### config.mk
export PLATFORM = sky130hd
export DESIGN_NAME = prim_clock_div_prog
export DESIGN_NICKNAME = d
export VERILOG_FILES = /design/src/rtl/prim_clock_div_prog.sv
export SDC_FILE = /design/constraint.sdc
export NUM_CORES = 1
export LEC_CHECK = 0
export BUFFER_PORTS_ARGS = -buffer_cell sky130_fd_sc_hd__buf_2
export CORE_MARGIN = 10
export CORE_UTILIZATION = 49
export CTS_CLUSTER_SIZE = 8
export DETAILED_ROUTE_END_ITERATION = 10
export GPL_TIMING_DRIVEN = 0
export PLACE_DENSITY = 0.75
export RECOVER_POWER = 50
export SETUP_SLACK_MARGIN = 0.4
export SYNTH_ARGS = -nofsm -noshare
export SYNTH_HDL_FRONTEND = slang
export SYNTH_SLANG_ARGS = --single-unit
### constraint.sdc
create_clock -name clk_i -period 1.9 [get_ports clk_i]
set_input_delay 0.095 -clock clk_i [delete_from_list [all_inputs] [get_ports clk_i]]
set_output_delay 0.095 -clock clk_i [all_outputs]
set_load 0.03 [all_outputs]
### src/rtl/prim_clock_div_prog.sv
// Programmable glitch-free integer clock divider with a req/ack ratio-change
// handshake and a run/stop enable that only takes effect on whole periods.
//
// state  | meaning
// StIdle | clk_q held low, cnt held at 0; divisor loads and run requests are taken at once
// StRun  | clk_q follows the period pattern; changes are taken only when cnt == div_q-1
module prim_clock_div_prog #(
  parameter int unsigned DivW        = 8,
  parameter int unsigned DefaultDiv  = 4,
  parameter bit          HasScanMode = 1'b1
) (
  input  logic            clk_i,
  input  logic            rst_ni,
  input  logic            scanmode_i,
  input  logic            en_i,
  input  logic            div_req_i,
  input  logic [DivW-1:0] div_i,
  output logic            div_ack_o,
  output logic [DivW-1:0] div_o,
  output logic            active_o,
  output logic            clk_o
);

  typedef enum logic {
    StIdle = 1'b0,
    StRun  = 1'b1
  } state_e;

  localparam logic [DivW-1:0] MinDiv = DivW'(2);

  state_e          state;
  logic [DivW-1:0] cnt;
  logic [DivW-1:0] div_q;
  logic            clk_q;
  logic            ack_q;

  logic [DivW-1:0] div_sat;
  logic [DivW-1:0] cnt_inc;
  logic [DivW-1:0] hi_len;
  logic            at_bound;

  // Divisors below 2 cannot produce a two-phase clock, so they load as 2.
  assign div_sat  = (div_i < MinDiv) ? MinDiv : div_i;
  assign cnt_inc  = cnt + 1'b1;
  assign hi_len   = div_q >> 1;
  assign at_bound = (cnt == (div_q - 1'b1));

  always_ff @(posedge clk_i or negedge rst_ni) begin
    if (!rst_ni) begin
      state <= StIdle;
      cnt   <= '0;
      div_q <= DivW'(DefaultDiv);
      clk_q <= 1'b0;
      ack_q <= 1'b0;
    end else begin
      ack_q <= 1'b0;
      case (state)
        StIdle: begin
          cnt   <= '0;
          clk_q <= 1'b0;
          if (div_req_i) begin
            div_q <= div_sat;
            ack_q <= 1'b1;
          end
          if (en_i) begin
            state <= StRun;
            clk_q <= 1'b1;
          end
        end
        StRun: begin
          if (at_bound) begin
            cnt <= '0;
            if (div_req_i) begin
              div_q <= div_sat;
              ack_q <= 1'b1;
            end
            if (!en_i) begin
              state <= StIdle;
              clk_q <= 1'b0;
            end else begin
              clk_q <= 1'b1;
            end
          end else begin
            cnt   <= cnt_inc;
            clk_q <= (cnt_inc < hi_len);
          end
        end
        default: state <= StIdle;
      endcase
    end
  end

  // Same select as prim_generic_clock_mux2: clk0 = clk_q, clk1 = clk_i.
  assign clk_o     = (HasScanMode && scanmode_i) ? clk_i : clk_q;
  assign div_ack_o = ack_q;
  assign div_o     = div_q;
  assign active_o  = (state == StRun);

endmodule

### Yosys cells after proc, flatten, opt, wreduce, memory -nomap -nowiden

Cells that the tools add are included.
Widths: inputs -> output; s select.

* add/sub/neg operators: 2
* order comparisons: 2
* equal/unequal tests: 2
* mux-type cells: 15
* bitwise logic cells: 1

Operators by type and width (count)
* $mux 8: 4
* $pmux 8 s2: 2
* $add 8x1->8 const B: 1
* $eq 8x8->1: 1
* $lt 8x2->1 const B: 1
* $lt 8x7->1: 1
* $sub 8x1->8 const B: 1
* $mux 1: 6
* $pmux 1 s2: 3
* $ne 2x1->1 const B: 1
* $not 1->1: 1

* register bits: 19
* output and inout bits: 11
* word-level logic and storage cells: 27

### Logic depth before layout (Yosys ltp)

* depth in word-level cells: 5
* gate-level depth with buffers: 10
* gate-level depth less buffers: 9

==> flow_summary.ini <==
[power]
internal_power_mw = 1.93
p_switching_mw = 1.53
p_per_area_nw_per_um2 = 1830
power_leakage_nw = 0.877
fin_total_pwr_mw = 3.45
netSwitchingFraction_pct = 44.2
clock_power_share_pct = 13.4
combPwrFrac_pct = 62.4
peakVddDrop_mv = 1.40
pwr-share-seq_pct = 24.2

[detailed_routing]
vias_per_cell = 5.56
wl_per_cell_um = 18.0
vias = 1184
dr.pass1.iters = 4
drc = 0
drt_iter0_drc = 54
routed_wl_mm = 3.83
antenna_left = 0

[yosys]
netlist_instances = 120
syn_area_per_cell_um2 = 10.4
syn_area_um2 = 1250
yosysWarnings = 0
ys_async_sr_fraction_pct = 100
synth_cell_types = 37
ys_seq_area_share_pct = 38.2
syn-num-nets = 141
synth_area_leader_cell = dfrtp_1
synth_seq_cells = 19
synth-edff-count = 0
synthTopCellsByArea = dfrtp_1, ha_1, mux2_4
synth_flop_cell = dfrtp_1
synth_top_area_share_pct = 36.1

[floorplan]
io_pins = 24
die_h_um = 70.5
coreArea_um2 = 2450
dieArea_um2 = 4960
initial_core_util_pct = 50.8
row_count = 18
die_w_um = 70.5

[worst_setup_path]
critPathSlowestCell = dfstp_2
crit_required_ns = 2.19
critPathBufInv = 1
worstSetupPathType = reg2reg
regToRegSetupSlack_ns = -0.31
endpoint_kind = flop
start_kind = flop
max_stage_delay_ns = 0.67
cp_max_fo = 8
critical_path_arrival_ns = 2.50
crit_chain = nor3_4 -> xnor2_2 -> a311oi_2 -> o2111ai_4 -> a21boi_2 -> buf_6 -> mux2_4
path_delay_family = compound AO/OA/AOI/OAI gates

[layout]
syn_to_final_growth_pct = 51.6
layout.cells.non_filler = 213
design_area_um2 = 1890
nets = 204
drive_gt1_share_pct = 50.0

[sta]
maxSlewViolCount = 0
hold_viol_final = 0
fin_crit_sh_pct = 116
setup_viol = 19
fmax_mhz = 453
rsz0062_at_grt = true
skew_ns = 0.00222
hold_ws_ns = 0.312
setup_ws_ns = -0.309
relSlewSlack_pct = 28.9
worst_pin_slew_ns = 1.07
fin_crit_ns = 2.21

[placed_design]
place_ws_ns = -0.490
io_buffer_count = 23
hpwl_mm = 2.27
place.gp.congestion = 0.841
place_inst = 173
placed_area_um2 = 1420

[grt]
antenna_found_initial = 1
top_usage_layer = met2
grt_pass1_wl_mm = 6.27
gr-total-overflow = 0
met2_usage_pct = 26.4
grt_usage_pct = 15.5
use_met1_pct = 17.4
grt_pass1_vias = 1298
grt_util_met3_pct = 3.53
grt_max_degree = 20

[outcome]
status = finished with violations
failed_checks = negative setup slack

[clock_network]
cts_tree = done
clk_pin_slew_ns = 0.11
clkLatencyLatePin_ns = 0.40

[hold_path]
min_path_type = in2reg

[job]
drv_cap = 0
[power by group through the flow]
| stage | Combinational (mW) | Sequential, mW | Clock [mW] |
|---|---|---|---|
| after floorplan | 1.07 | 0.931 | 0.0491 |
| after global placement | 1.50 | 0.824 | 0.0577 |
| after detailed placement | 1.56 | 0.836 | 0.0577 |
| after CTS | 2.05 | 0.816 | 0.451 |
| after global routing | 2.34 | 0.854 | 0.505 |
| final | 2.15 | 0.836 | 0.464 |
[layer usage]
metal	wire length, um	share of wire, %
met4	91	2.4
met2	1960	51
met1	1580	41
met3	198	5.2
met5	0	0
[synthesized netlist by cell type (2+ instances only)]
| master | count |
|---|---|
| and3_2 | 7 |
| inv_1 | 9 |
| nand2b_1 | 2 |
| nand2_1 | 4 |
| dfrtp_1 | 18 |
| nor2b_1 | 2 |
| mux2_4 | 6 |
| mux2i_1 | 2 |
| mux2_2 | 2 |
| nor4_1 | 2 |
| nand3_1 | 6 |
| xnor2_1 | 9 |
| ha_1 | 8 |
| o21ai_0 | 4 |
| nor2_1 | 3 |
| xor2_1 | 6 |
| and3_1 | 4 |
| a21oi_1 | 3 |
| nor3_1 | 5 |
[stage by stage]
| step | util [%] | TNS [ns] |
|---|---|---|
| 6_report | 77.0 | -3.92 |
| 5_1_grt | 77.0 | -5.47 |
| 4_1_cts | 74.9 | -2.17 |
| 3_5_place_dp | 57.8 | -4.63 |
| 3_3_place_gp | 57.8 | -4.01 |
| 2_1_floorplan | - | -2.46 |
[cells in the final DEF, fill, tap and decap left out, types with 2 or more instances in the layout]
master         synthesis  layout
dfrtp_2                0       5
and3_1                 4       4
mux2_4                 6       8
inv_2                  0       2
buf_2                  1      20
xor2_1                 6       6
buf_4                  0      18
mux2i_1                2       2
dfrtp_1               18      13
clkbuf_1               1       2
nor3_1                 5       2
xnor2_1                9       8
a311oi_2               1       2
nor3_4                 0       2
nor2b_1                2       2
buf_8                  0       2
inv_1                  9       7
ha_1                   8       6
and3_4                 0       2
and3_2                 7       5
nand3_1                6       6
nor2_1                 3       2
nand2b_1               2       2
o21ai_0                4       3
nand2_1                4       3
dlygate4sd3_1          0      10
buf_6                  1       7
a21oi_1                3       3
clkbuf_4               0       6
[path summary, 6_finish.rpt]
| kind | start | end | depth (start not counted) |
|---|---|---|---|
| hold reg to reg | cnt[0] | cnt[0] | 2 |
| max in group asynchronous | rst_ni | div_o[1] | 2 |
| hold / removal | div_req_i | div_o[4] | 4 |
| setup reg to reg | div_o[2] | div_o[3] | 7 |
| min in group asynchronous | rst_ni | div_o[7] | 2 |
| setup / recovery | div_o[2] | div_o[3] | 7 |
[tightest hold or removal path, cell delays in order]
cell and delay, ns:
buf_2 0.08, a21boi_2 0.18, buf_6 0.17, mux2_4 0.16
[cell families after synthesis]
group | share of synthesized area [%]
mux | 10.6
xor+xnor | 10.5
buf+inv | 4.71
fa+ha+maj | 8.02
compound gates | 11.5
simple gates | 16.3
flops | 38.2
[flip-flops by register name, indices dropped and copies added, names as in the netlist]
register / count
div_o: 8
active_o: 1
cnt: 8
clk_q: 1
div_ack_o: 1
[what timing repair did]
| item | CTS | global route |
|---|---|---|
| gates cloned | 0 | 0 |
| gates resized for setup | 30 | 7 |
| setup buffers | 19 | 3 |
| pin swaps | 9 | 3 |
| hold buffers | 10 | 0 |
| endpoints found under the hold margin | 29 | 0 |
| endpoints found under the setup margin | 20 | 21 |
[area by class of cell]
class,count,area (um2)
multi-input combinational,88,832
fill,165,564
sequential,19,483
timing repair buffer,54,392
clock buffer,8,75.1
tap,30,37.5
buffer,4,35.0
inverter,9,33.8
antenna,1,2.50
Note: power is estimated with default switching activity, not from simulation.
